[src/rtl/serial_port_pkg.sv]
// serial_port_pkg: shared state encoding, parity modes and parameter checks for the serial receive path
package serial_port_pkg;
  localparam logic [2:0] S_IDLE = 3'd0;
  localparam logic [2:0] S_START = 3'd1;
  localparam logic [2:0] S_DATA = 3'd2;
  localparam logic [2:0] S_PARITY = 3'd3;
  localparam logic [2:0] S_STOP = 3'd4;
  localparam logic [2:0] S_DONE = 3'd5;
  localparam logic [2:0] S_WAIT_IDLE = 3'd6;
  typedef enum logic [2:0] {
    ST_IDLE = S_IDLE,
    ST_START = S_START,
    ST_DATA = S_DATA,
    ST_PARITY = S_PARITY,
    ST_STOP = S_STOP,
    ST_DONE = S_DONE,
    ST_WAIT_IDLE = S_WAIT_IDLE
  } state_t;
  localparam logic [1:0] PAR_NONE = 2'd0;
  localparam logic [1:0] PAR_EVEN = 2'd1;
  localparam logic [1:0] PAR_ODD = 2'd2;
  function automatic bit data_bits_ok(input int n);
    return n >= 5 && n <= 9;
  endfunction
endpackage

[src/rtl/serial_port_rx_sampler.sv]
// serial_port_rx_sampler: rx synchroniser, oversample tick counter and 3-sample majority vote
module serial_port_rx_sampler #(
  parameter int OVERSAMPLE = 16,
  parameter int SYNC_STAGES = 2
) (
  input logic clk,
  input logic rst_n,
  input logic baud_tick,
  input logic rx,
  input logic run,
  output logic rx_s,
  output logic decide,
  output logic wrap,
  output logic bit_v
);
  localparam int TW = $clog2(OVERSAMPLE);
  logic [SYNC_STAGES-1:0] sync;
  logic [TW-1:0] tick_cnt;
  logic s0, s1;
  assign rx_s = sync[SYNC_STAGES-1];
  assign decide = run && baud_tick && tick_cnt == TW'(OVERSAMPLE / 2 + 1);
  assign wrap = run && baud_tick && tick_cnt == TW'(OVERSAMPLE - 1);
  assign bit_v = (s0 & s1) | (s0 & rx_s) | (s1 & rx_s);
  always_ff @(posedge clk) begin
    if (!rst_n) begin
      sync <= '1;
      tick_cnt <= '0;
      s0 <= 1'b1;
      s1 <= 1'b1;
    end else begin
      sync <= {sync[SYNC_STAGES-2:0], rx};
      if (!run) tick_cnt <= '0;
      else if (baud_tick) tick_cnt <= wrap ? '0 : tick_cnt + 1'b1;
      if (baud_tick && tick_cnt == TW'(OVERSAMPLE / 2 - 1)) s0 <= rx_s;
      if (baud_tick && tick_cnt == TW'(OVERSAMPLE / 2)) s1 <= rx_s;
    end
  end
endmodule

[src/rtl/serial_port_rx_os.sv]
// serial_port_rx_os: oversampling UART receiver FSM with parity, framing and break reporting
module serial_port_rx_os
  import serial_port_pkg::*;
#(
  parameter int DATA_BITS = 8,
  parameter int STOP_BITS = 1,
  parameter int OVERSAMPLE = 16,
  parameter int SYNC_STAGES = 2
) (
  input logic clk,
  input logic rst_n,
  input logic baud_tick,
  input logic [1:0] parity_mode,
  input logic rx,
  output logic [DATA_BITS-1:0] rx_data,
  output logic rx_dv,
  output logic rx_parity_err,
  output logic rx_frame_err,
  output logic rx_break,
  output logic busy
);
  localparam int CW = $clog2(DATA_BITS);
  if (!data_bits_ok(DATA_BITS)) begin : g_bad_data_bits
    $error("serial_port_rx_os: DATA_BITS must be 5..9");
  end
  state_t state, state_nx;
  logic rx_s, decide, wrap, bit_v, run, start_ok, last_stop;
  logic [CW-1:0] bit_cnt;
  logic [DATA_BITS-1:0] shreg;
  logic [1:0] pmode;
  logic par_err, frame_acc, zero_acc;
  assign run = state inside {ST_START, ST_DATA, ST_PARITY, ST_STOP};
  assign start_ok = state == ST_START && decide && !bit_v;
  assign last_stop = state == ST_STOP && decide && bit_cnt == CW'(STOP_BITS - 1);
  assign rx_dv = state == ST_DONE;
  assign busy = state != ST_IDLE;
  serial_port_rx_sampler #(
    .OVERSAMPLE(OVERSAMPLE),
    .SYNC_STAGES(SYNC_STAGES)
  ) u_sampler (
    .clk(clk),
    .rst_n(rst_n),
    .baud_tick(baud_tick),
    .rx(rx),
    .run(run),
    .rx_s(rx_s),
    .decide(decide),
    .wrap(wrap),
    .bit_v(bit_v)
  );
  always_comb begin
    state_nx = state;
    case (state)
      ST_IDLE: state_nx = baud_tick && !rx_s ? ST_START : ST_IDLE;
      ST_START: state_nx = decide && bit_v ? ST_IDLE : wrap ? ST_DATA : ST_START;
      ST_DATA:
        if (wrap && bit_cnt == CW'(DATA_BITS - 1))
          state_nx = pmode == PAR_EVEN || pmode == PAR_ODD ? ST_PARITY : ST_STOP;
      ST_PARITY: state_nx = wrap ? ST_STOP : ST_PARITY;
      ST_STOP: state_nx = last_stop ? ST_DONE : ST_STOP;
      ST_DONE: state_nx = rx_frame_err ? ST_WAIT_IDLE : ST_IDLE;
      ST_WAIT_IDLE: state_nx = baud_tick && rx_s ? ST_IDLE : ST_WAIT_IDLE;
      default: state_nx = ST_IDLE;
    endcase
  end
  always_ff @(posedge clk) begin
    if (!rst_n) begin
      state <= ST_IDLE;
      bit_cnt <= '0;
      shreg <= '0;
      pmode <= PAR_NONE;
      par_err <= 1'b0;
      frame_acc <= 1'b0;
      zero_acc <= 1'b0;
      rx_data <= '0;
      rx_parity_err <= 1'b0;
      rx_frame_err <= 1'b0;
      rx_break <= 1'b0;
    end else begin
      state <= state_nx;
      if (start_ok) begin
        pmode <= parity_mode;
        shreg <= '0;
        par_err <= 1'b0;
        frame_acc <= 1'b0;
        zero_acc <= 1'b1;
      end
      if (wrap)
        bit_cnt <= (state == ST_DATA && bit_cnt != CW'(DATA_BITS - 1)) || state == ST_STOP ?
                   bit_cnt + 1'b1 : '0;
      if (decide && state == ST_DATA) shreg[bit_cnt] <= bit_v;
      if (decide && state == ST_PARITY) par_err <= ^shreg ^ bit_v ^ (pmode == PAR_ODD);
      // any 1 in data, parity or the first stop bit rules out a break
      if (decide && bit_v && (state == ST_DATA || state == ST_PARITY || (state == ST_STOP && bit_cnt == '0)))
        zero_acc <= 1'b0;
      if (decide && state == ST_STOP && !bit_v) frame_acc <= 1'b1;
      if (last_stop) begin
        rx_data <= shreg;
        rx_parity_err <= par_err;
        rx_frame_err <= frame_acc | ~bit_v;
        rx_break <= zero_acc & (bit_cnt != '0 | ~bit_v);
      end
    end
  end
endmodule

[config.mk]
export PLATFORM = sky130hd
export DESIGN_NAME = serial_port_rx_os
export DESIGN_NICKNAME = d
export VERILOG_FILES = /design/src/rtl/serial_port_pkg.sv /design/src/rtl/serial_port_rx_sampler.sv /design/src/rtl/serial_port_rx_os.sv
export SDC_FILE = /design/constraint.sdc
export NUM_CORES = 1
export LEC_CHECK = 0
export BUFFER_PORTS_ARGS = -buffer_cell sky130_fd_sc_hd__buf_2
export CAP_MARGIN = 20
export CORE_ASPECT_RATIO = 0.7
export CORE_MARGIN = 2
export CORE_UTILIZATION = 58
export DETAILED_ROUTE_END_ITERATION = 7
export PLACE_DENSITY_LB_ADDON = 0.1
export SLEW_MARGIN = 0
export SYNTH_ARGS = -nofsm -noshare
export SYNTH_HDL_FRONTEND = slang
export SYNTH_HIERARCHICAL = 1
export SYNTH_SLANG_ARGS = --single-unit
export TNS_END_PERCENT = 20
[constraint.sdc]
create_clock -name clk -period 2.65 [get_ports clk]
set_input_delay 0.265 -clock clk [delete_from_list [all_inputs] [get_ports clk]]
set_output_delay 0.265 -clock clk [all_outputs]
set_load 0.02 [all_outputs]
==> flow_summary.ini <==
[status]
outcome = finished clean

[power]
p_leak_uw = 0.000785
p_per_area_nw_per_um2 = 462
peakVddDrop_v = 0.000301

[route]
finalWirelength_um = 4210
ant_nets = 0
drtIter0Drc = 104
vias_per_cell = 5.77
dr.pass1.iters = 4
wire_per_inst_um = 14.9
vias = 1634
drc_errors = 0

[synthesis]
synthTopCellsByArea = dfxtp_1 38%, mux2i_1 7.0%, ha_1 4.4%, nand3_1 4.0%, nor2_1 3.8%
synth_top_area_share_pct = 38.1
synth_ff_type = dfxtp_1
netlist_instances = 220
synth-edff-count = 0
synth_most_common_cell = dfxtp_1
ys_types = 50
synth_common_cells = 38 x dfxtp_1, 20 x nor2_1, 16 x nand3_1
yosysTopAreaCell = dfxtp_1
synth_area_per_cell_um2 = 9.07
ys_warn_count = 6
ys_seq_elements = 38
syn_area_um2 = 2000
synth_nets = 233
synth-async-reset-ratio_pct = 0
ys_seq_area_share_pct = 38.1

[worst_hold_path]
whs_path_depth = 2
min_path_type = in2reg

[sta]
final.period_utilization_pct = 89.7
rsz0062_at_grt = no
slew_violations = 0
tns_ns = 0
tightest_slew_ns = 0.649
hold_viol_final = 0
fmax_mhz = 421
period_minus_slack_ns = 2.38
hold_ws_ns = 0.153
fin_skew_ns = 0.00590
finalWorstSetupSlack_ns = 0.272
setup_violations = 0
slew_headroom_pct = 56.7

[grt]
antenna_found_initial = 0
grt_pass1_vias = 1565
overflow = 0
grt_pass1_wl_um = 7180
grt_max_degree = 21
track_usage_pct = 24.7

[die]
num_rows = 17
core-area_um2 = 3210
die_h_um = 53.1
die_x_um = 74.1
pin_count = 19
die_area_um2 = 3930
start_util_pct = 62.1

[critical_path]
critPathKind = reg2reg
slowest_stage = dfxtp_1
worst-endpoint-arrival_ns = 2.54
rrSetupSlack_ns = 0.27
cp-start-kind = flop
crit_family = simple AND/OR/NAND/NOR gates
r2r-start = state[1]
critical_path.max_fanout = 11
cp_common_cell = or3_1
worstReg2RegEnd = shreg[1]
startpoint = state[1]
critPathBufInv = 1
reg2regPathDepth = 9
critical_path_depth = 9
worstPathRequired_ns = 2.81
worst_path_largest_cell_delay_ns = 0.56
crit_chain = or3_1 > and2_1 > nand3_1 > nor3b_1 > buf_4 > nand2b_1 > or3_1 > a31oi_1 > nor2_1
endpoint = shreg[1]
end_kind = flop

[clock_tree]
post-cts-setup-buffers = 0
clock_latency_ns = 0.29
cts_buffer_depth = 2
cts_root_buf = clkbuf_8
htree_levels = 2
post_cts_resized = 0
cts_sinks = 38
clk_pin_slew_ns = 0.07
cts_buffers = 5
cts_tree = built
cts_hold_buffers = 0

[placement]
io_buffer_count = 18
dp_hpwl_um = 3010
place_congestion = 0.856
dp_slack_ns = 0.320

[final_layout]
drive_above_1_share_pct = 16.5
fin_util_pct = 68.1
synthToLayoutAreaGrowth_pct = 9.66
antenna_cells = 0
nNetsFinal = 248

[flow_run]
cap_violations = 0
==> registers in the layout (all words and copies together), names as in the netlist <==
| register | cells |
|---|---|
| pmode | 2 |
| frame_acc | 1 |
| bit_cnt | 3 |
| rx_break | 1 |
| rx_data | 8 |
| u_sampler/sync | 2 |
| shreg | 8 |
| u_sampler/s0 | 1 |
| par_err | 1 |
| u_sampler/tick_cnt | 4 |
| u_sampler/s1 | 1 |
| zero_acc | 1 |
| state | 3 |
| rx_parity_err | 1 |
| rx_frame_err | 1 |
==> stage by stage <==
step / area (um2) / cells / total power, uW
final: 2190 / 283 / 1010
after floorplan: 2000 / 220 / 610
after global placement: 2100 / 275 / 619
after detailed placement: 2100 / 275 / 620
after CTS: 2190 / 283 / 1020
after global routing: 2190 / 283 / 1050
==> worst min-delay path by stage <==
stage / to / slack (ns) / from
finish: u_sampler/sync[0] / 0.15 / rx
floorplan: u_sampler/s0 / 0.33 / rst_n
CTS: u_sampler/sync[0] / 0.15 / rx
detailed placement: u_sampler/sync[1] / 0.40 / u_sampler/sync[0]
global placement: u_sampler/sync[1] / 0.39 / u_sampler/sync[0]
global route: u_sampler/sync[0] / 0.16 / rx
==> logic make-up (layout without fill, tap and decap cells) <==
group                    after synthesis  in the layout  synth area share, %
AO/OA/AOI/OAI                         35             35                 12.4
XOR/XNOR                              10             10                 5.08
adder cells (fa/ha/maj)                8              8                 4.89
buffers and inverters                 24             40                 5.96
flip-flops                            38             38                 38.1
multiplexers                          14             14                 7.02
AND/OR/NAND/NOR                       91             91                 26.6
==> placed cells by master (no fill, tap or decap), drive strengths merged, types with 2 or more instances in the layout <==
cell	count
a22oi	2
a211oi	4
a21boi	4
clkbuf	7
dfxtp	38
inv	8
a21oi	8
o21ai	5
nand4	6
xor2	2
nand2	12
xnor2	7
mux2i	14
nor3	3
ha	7
and3	4
nand2b	4
or3	2
a31oi	4
nor2	21
a2111oi	2
nand3b	2
nand4b	3
clkinv	2
nand3	16
nor2b	7
or2b	2
nor3b	3
a21o	2
buf	23
==> where the power goes <==
part / total, uW / switching, uW / internal (uW)
clock: 404 / 194 / 210
combinational: 33.0 / 21.4 / 11.5
sequential: 575 / 1.78 / 573
==> worst reg2reg max path, delay by kind of cell (launching register included) <==
| family | cells | cell delay (ns) |
|---|---|---|
| AND/OR/NAND/NOR | 7 | 1.29 |
| flip-flops | 1 | 0.56 |
| AO/OA/AOI/OAI | 1 | 0.24 |
| buffers and inverters | 1 | 0.19 |
==> routing by layer <==
layer  track usage [%]  up-vias  wire (um)
met4              11.8        0         92
met2              35.7       56       1730
met3              7.05       12        236
met5                 0        -          0
li1                  -      804          -
met1              33.6      762       2150
==> area by class of cell <==
cell class              count  area, um2
clock buffers               7       86.3
clock inverters             1       5.00
fillers                   275       1020
inverters                   9       33.8
multi-input cells         158       1120
flip-flops and latches     38        761
well taps                  47       58.8
repair buffers             23        128
Power figures use the tool's default switching activity.
